<file path="src/rtl/decode_stage_hs.sv">
// decode_stage_hs: instruction-decode stage for the in-order RV32I-style pipeline.
// Holds the integer register file (one writeback write port, two read ports),
// decodes I/S/B/U/J immediates and registers the decoded bundle behind a
// valid/ready output slice with flush and writeback-to-decode bypass.
//
// Ports:
//   clk, reset                 rising-edge clock, asynchronous active-high reset
//   flush                      kill held bundle and any same-cycle capture
//   in_valid/in_ready          fetch handshake (in_ready = !out_valid || out_ready)
//   in_pc, in_instr            incoming PC and instruction word
//   wb_en, wb_rd, wb_data      register-file write port (x0 writes discarded)
//   out_valid/out_ready        execute handshake
//   out_pc, out_instr          registered PC / instruction
//   out_rs1, out_rs2, out_rd   register indices
//   out_rs1_data, out_rs2_data source operands (0 for x0)
//   out_imm                    sign-extended immediate
//   out_opcode/funct3/funct7   instruction fields
module decode_stage_hs #(
  parameter int unsigned XLEN      = 32,
  parameter int unsigned RA_W      = 5,
  parameter int unsigned BYPASS_EN = 1,
  parameter int unsigned RF_CLEAR  = 1
) (
  input  logic            clk,
  input  logic            reset,
  input  logic            flush,
  input  logic            in_valid,
  output logic            in_ready,
  input  logic [XLEN-1:0] in_pc,
  input  logic [31:0]     in_instr,
  input  logic            wb_en,
  input  logic [RA_W-1:0] wb_rd,
  input  logic [XLEN-1:0] wb_data,
  output logic            out_valid,
  input  logic            out_ready,
  output logic [XLEN-1:0] out_pc,
  output logic [31:0]     out_instr,
  output logic [RA_W-1:0] out_rs1,
  output logic [RA_W-1:0] out_rs2,
  output logic [XLEN-1:0] out_rs1_data,
  output logic [XLEN-1:0] out_rs2_data,
  output logic [XLEN-1:0] out_imm,
  output logic [RA_W-1:0] out_rd,
  output logic [6:0]      out_opcode,
  output logic [2:0]      out_funct3,
  output logic [6:0]      out_funct7
);

  localparam int unsigned NREG = 2**RA_W;

  // Register file
  logic [XLEN-1:0] rf_q [NREG];
  logic [XLEN-1:0] rf_d [NREG];
  logic            wb_wr;

  assign wb_wr = wb_en && (wb_rd != '0);

  always_comb begin
    for (int unsigned i = 0; i < NREG; i++) rf_d[i] = rf_q[i];
    if (wb_wr) rf_d[wb_rd] = wb_data;
  end

  generate
    if (RF_CLEAR != 0) begin : g_rf_clear
      always_ff @(posedge clk or posedge reset) begin
        if (reset) rf_q <= '{default: '0};
        else       rf_q <= rf_d;
      end
    end else begin : g_rf_noclear
      always_ff @(posedge clk) rf_q <= rf_d;
    end
  endgenerate

  // Operand read with optional same-cycle forwarding
  logic [RA_W-1:0] rs1_idx, rs2_idx;
  logic [XLEN-1:0] rs1_cap, rs2_cap;

  assign rs1_idx = RA_W'(in_instr[19:15]);
  assign rs2_idx = RA_W'(in_instr[24:20]);

  always_comb begin
    rs1_cap = (rs1_idx == '0) ? '0 : rf_q[rs1_idx];
    rs2_cap = (rs2_idx == '0) ? '0 : rf_q[rs2_idx];
    if (BYPASS_EN != 0) begin
      if (wb_wr && (wb_rd == rs1_idx)) rs1_cap = wb_data;
      if (wb_wr && (wb_rd == rs2_idx)) rs2_cap = wb_data;
    end
  end

  // Immediate decode: build the 32-bit form, then sign-extend to XLEN
  logic [31:0]     imm32;
  logic [XLEN-1:0] imm_ext;

  always_comb begin
    imm32 = '0;
    case (in_instr[6:0])
      7'b0010011, 7'b0000011, 7'b1100111:
        imm32 = {{20{in_instr[31]}}, in_instr[31:20]};
      7'b0100011:
        imm32 = {{20{in_instr[31]}}, in_instr[31:25], in_instr[11:7]};
      7'b1100011:
        imm32 = {{19{in_instr[31]}}, in_instr[31], in_instr[7],
                 in_instr[30:25], in_instr[11:8], 1'b0};
      7'b0110111, 7'b0010111:
        imm32 = {in_instr[31:12], 12'b0};
      7'b1101111:
        imm32 = {{11{in_instr[31]}}, in_instr[31], in_instr[19:12],
                 in_instr[20], in_instr[30:21], 1'b0};
      default: imm32 = '0;
    endcase
    imm_ext = XLEN'($signed(imm32));
  end

  // Output slice
  logic            out_valid_q,    out_valid_d;
  logic [XLEN-1:0] out_pc_q,       out_pc_d;
  logic [31:0]     out_instr_q,    out_instr_d;
  logic [XLEN-1:0] out_rs1_data_q, out_rs1_data_d;
  logic [XLEN-1:0] out_rs2_data_q, out_rs2_data_d;
  logic [XLEN-1:0] out_imm_q,      out_imm_d;
  logic            capture;

  assign in_ready = !out_valid_q || out_ready;
  assign capture  = in_valid && in_ready;

  always_comb begin
    out_valid_d    = out_valid_q;
    out_pc_d       = out_pc_q;
    out_instr_d    = out_instr_q;
    out_rs1_data_d = out_rs1_data_q;
    out_rs2_data_d = out_rs2_data_q;
    out_imm_d      = out_imm_q;
    if (flush) begin
      out_valid_d = 1'b0;
    end else if (capture) begin
      out_valid_d    = 1'b1;
      out_pc_d       = in_pc;
      out_instr_d    = in_instr;
      out_rs1_data_d = rs1_cap;
      out_rs2_data_d = rs2_cap;
      out_imm_d      = imm_ext;
    end else if (out_valid_q && !out_ready) begin
      // Held operands track writeback so the bundle never leaves stale.
      if (BYPASS_EN != 0) begin
        if (wb_wr && (wb_rd == out_rs1)) out_rs1_data_d = wb_data;
        if (wb_wr && (wb_rd == out_rs2)) out_rs2_data_d = wb_data;
      end
    end else if (out_valid_q && out_ready) begin
      out_valid_d = 1'b0;
    end
  end

  always_ff @(posedge clk or posedge reset) begin
    if (reset) begin
      out_valid_q    <= 1'b0;
      out_pc_q       <= '0;
      out_instr_q    <= '0;
      out_rs1_data_q <= '0;
      out_rs2_data_q <= '0;
      out_imm_q      <= '0;
    end else begin
      out_valid_q    <= out_valid_d;
      out_pc_q       <= out_pc_d;
      out_instr_q    <= out_instr_d;
      out_rs1_data_q <= out_rs1_data_d;
      out_rs2_data_q <= out_rs2_data_d;
      out_imm_q      <= out_imm_d;
    end
  end

  // Field outputs are slices of the registered instruction: same values as
  // registering each field separately, including the all-zero reset state.
  assign out_valid    = out_valid_q;
  assign out_pc       = out_pc_q;
  assign out_instr    = out_instr_q;
  assign out_rs1      = RA_W'(out_instr_q[19:15]);
  assign out_rs2      = RA_W'(out_instr_q[24:20]);
  assign out_rd       = RA_W'(out_instr_q[11:7]);
  assign out_opcode   = out_instr_q[6:0];
  assign out_funct3   = out_instr_q[14:12];
  assign out_funct7   = out_instr_q[31:25];
  assign out_rs1_data = out_rs1_data_q;
  assign out_rs2_data = out_rs2_data_q;
  assign out_imm      = out_imm_q;

endmodule

</file>
<file path="config.mk">
export PLATFORM = sky130hd
export DESIGN_NAME = decode_stage_hs
export DESIGN_NICKNAME = d
export VERILOG_FILES = /design/src/rtl/decode_stage_hs.sv
export SDC_FILE = /design/constraint.sdc
export NUM_CORES = 2
export LEC_CHECK = 0
export CORE_AREA = 5 5 354 356
export DETAILED_ROUTE_END_ITERATION = 6
export DIE_AREA = 0 0 359 361
export MAX_ROUTING_LAYER = met4
export PLACE_DENSITY = 0.68
export REMOVE_ABC_BUFFERS = 1
export SETUP_SLACK_MARGIN = 0.02
export SLEW_MARGIN = 20
export SYNTH_ARGS = -nofsm -noshare
export SYNTH_HDL_FRONTEND = slang
export SYNTH_SLANG_ARGS = --single-unit
</file>
<file path="constraint.sdc">
create_clock -name clk -period 124.9 [get_ports clk]
set_input_delay 24.98 -clock clk [delete_from_list [all_inputs] [get_ports clk]]
set_output_delay 24.98 -clock clk [all_outputs]
set_load 0.02 [all_outputs]
</file>
==> results.md <==
* Final core utilization at 56.43%
* Max stage delay on crit path at 0.58 ns
* RR Startpoint: out_valid
* Largest net degree at the start of global routing at 175
* Hold_sp: rf_q[1023]
* CTS buffer count at 132
* Synthesized instance count at 4165
* Minimum clock period at 51.46 ns
* Vias per cell at 6.664
* CP cell instances: clkdlybuf4s50_1, nor2b_1, inv_1, clkdlybuf4s50_1
* CTS sink count at 1185
* GRT Util Overall at 29.35%
* Hold_buf cts at 0
* Crit path DAT at 26.48 ns
* Fmax at 0.01943 GHz
* First-pass GRT wire length at 278000 µm
* Critical Path Sink Type: output pin
* First-pass DRT Iterations at 7
* Synthesis-to-finish area growth at 13.16%
* Max Fanout on Critical Path at 5
* Max VDD drop at 0.01409 mV
* Die width at 359 µm
* Hold Path Cell Cnt at 0
* Async set or reset register ratio after synthesis at 100.0%
* Initial drt markers at 4029
* Vias in the first global route at 40970
* IO Count at 301
* Worst-Skew Late Latency at 0.75 ns
* Reg clk slew, reported paths at 0.06 ns
* CTS tree: built
* Reg2Reg Capture Point: out_imm[9]
* Post-CTS resize count at 0
* Yosys warns at 0
* Synth Flop Type: dfrtp_1
* Worst slew margin at 21.47%
* Share of layout cells above drive strength 1 at 43.38%
* DR DRC count at 0
* Fin Setup TNS at 0 ns
* Slew @ Worst Pin at 1.174 ns
* Most common cell type on the critical path: clkdlybuf4s50_1
* Full die area at 129600 µm²
* Clk_skew at 0.02717 ns
* Initial Util at 49.87%
* DP Worst Slack at 73.43 ns
* Final Power at 1.139 mW
* Cell area after placement at 64080 µm²
* Row Count at 128
* Hold Worst Slack at 0.3941 ns
* Worst Path Required at 99.92 ns
* Post-synth EDFFs at 0
* Post-Syn Area per Cell at 14.53 µm²
* Pwr Density at 16.63 nW/µm²
* Fill count at 9702
* Final instance area at 68500 µm²
* Wire per inst at 31.18 µm
* Initial antenna violation count at 7
* Core area at 121400 µm²
* Global route overflow at 0
* Multi-input logic area at 28620 µm²
* Sequential element share of the synthesized area at 48.98%
* DRT antenna net count at 0
* Port buffer count at 300
* Final setup viols at 0
* Fin cells at 5930
* Buffers & Inverters on Critical Path at 3
* Placed wire-length estimate at 105200 µm
* Mapped Area at 60540 µm²
* Synth Register Bits at 1185
* Startpoint Class: input pin
* Max Cap Viol at 0
* Final period util at 41.20%
* Static leakage at 29.33 nW
* Htree depth at 4
* Vias at 39520
* Hold Path Sink: rf_q[1023]
* Max Buffers Root-to-Sink at 3
* Die Y at 361 µm
* Final hold vios at 0
* R2r setup slk at 122.17 ns
* Final #Nets at 4306
* Delay-heaviest family, CP: buffers and inverters
* Status: finished, final reports clean
* Worst path slowest cell: clkdlybuf4s50_1
* Fin. max-slew vios at 0
* Total wire length at 184900 µm
* Register-to-Register Path Depth at 5
* Worst Slack Setup Final at 73.44 ns
* Register Area at 29650 µm²
* Netlist cell types at 59
* Root Buffer: clkbuf_16
* Hold crit path type: flop to flop
* Postcts setup bufs at 0
* Kind of critical path: input pin to output pin
* RSZ-0062 raised after global routing: false
* Dpl cells at 5690
* Gpl congestion at 0.8273
synthesized netlist by cell type, types with 30 or more instances:
| cell type | instances | share of area (%) |
|---|---|---|
| dfrtp_1 | 1185 | 49 |
| mux2_2 | 974 | 18 |
| mux4_2 | 513 | 19 |
| nand2_1 | 291 | 1.8 |
| clkbuf_1 | 246 | 1.5 |
| o22ai_1 | 146 | 1.5 |
| buf_2 | 115 | 0.95 |
| buf_4 | 71 | 0.88 |
| o21ai_0 | 68 | 0.56 |
| nor2_1 | 58 | 0.36 |
| mux2i_1 | 51 | 0.84 |
| a22oi_1 | 48 | 0.60 |
| nand3_1 | 41 | 0.34 |
| or4_1 | 39 | 0.48 |
| buf_1 | 38 | 0.24 |
| a221o_1 | 32 | 0.53 |
| nand4_1 | 30 | 0.31 |
cells in the final DEF (no fill, tap or decap), types with 6 or more instances in the layout:
| cell | count |
|---|---|
| clkbuf_8 | 24 |
| xnor2_1 | 14 |
| bufinv_16 | 13 |
| diode_2 | 6 |
| buf_4 | 91 |
| inv_6 | 6 |
| nand3b_1 | 11 |
| or4_1 | 39 |
| o22ai_1 | 146 |
| a21oi_1 | 23 |
| o21a_1 | 25 |
| o2111ai_1 | 25 |
| clkdlybuf4s50_1 | 272 |
| o21ai_0 | 68 |
| clkbuf_1 | 29 |
| nand2_1 | 276 |
| o211ai_1 | 10 |
| mux2_2 | 974 |
| buf_2 | 21 |
| nor2_4 | 12 |
| a2111oi_0 | 6 |
| nor2b_1 | 11 |
| nand2_2 | 15 |
| a22oi_1 | 48 |
| nand3_1 | 40 |
| a22o_1 | 6 |
| a221o_1 | 32 |
| mux2i_1 | 51 |
| clkbuf_16 | 138 |
| clkinv_2 | 17 |
| nor2_1 | 46 |
| mux4_2 | 513 |
| nand4_1 | 30 |
| xor2_1 | 6 |
| dfrtp_1 | 1185 |
worst max path at each step:
| stage | from | endpoint | slack [ns] | cells past startpoint |
|---|---|---|---|---|
| 2_1_floorplan | reset | out_imm[0] | 66.54 | 1 |
| 3_3_place_gp | out_ready | in_ready | 73.39 | 4 |
| 3_5_place_dp | out_ready | in_ready | 73.43 | 4 |
| 4_1_cts | out_ready | in_ready | 73.43 | 4 |
| 5_1_grt | out_ready | in_ready | 73.37 | 4 |
| 6_report | out_ready | in_ready | 73.44 | 4 |
cell type report:
type | count | area share (%)
Sequential cell | 1185 | 43.29
Timing Repair Buffer | 393 | 5.315
Clock buffer | 190 | 5.662
Clock inverter | 44 | 0.9151
Multi-Input combinational cell | 2481 | 41.79
Tap cell | 1625 | 2.968
Inverter | 6 | 0.04384
Antenna cell | 6 | 0.02192
where the power goes:
part           internal [mW]  switching (mW)
Clock                  0.243           0.162
Sequential             0.455          0.0536
Combinational          0.134          0.0919
registers in the layout, indices dropped and copies added, names as in the netlist:
register,cells
out_instr,32
out_rs2_data,32
out_imm,32
out_rs1_data,32
out_pc,32
out_valid,1
rf_q,1024
per-layer routing:
layer  up-vias  track usage (%)  share of wire, %
li1      16010                -                 -
met1     21250            39.88                42
met2      1854            44.58                47
met3       402            5.521               7.5
met4         0            11.06               4.1
met5         -                -                 0
worst register-to-register path, cell delays in order (launching register included):
cell	delay [ns]
dfrtp_1	0.36
nor2b_1	0.39
or3_4	0.56
buf_4	0.70
nor2_1	0.34
a22o_1	0.27
kinds of logic (layout without fill, tap and decap cells):
logic type / count (synthesis) / count (layout) / share of synthesized area (%)
flops: 1185 / 1185 / 48.98
compound gates: 406 / 406 / 4.613
mux: 1538 / 1538 / 38.05
simple gates: 517 / 517 / 4.005
buf+inv: 499 / 633 / 4.063
other cells: 0 / 6 / 0
xor+xnor: 20 / 20 / 0.2894
Power figures use the tool's default switching activity.
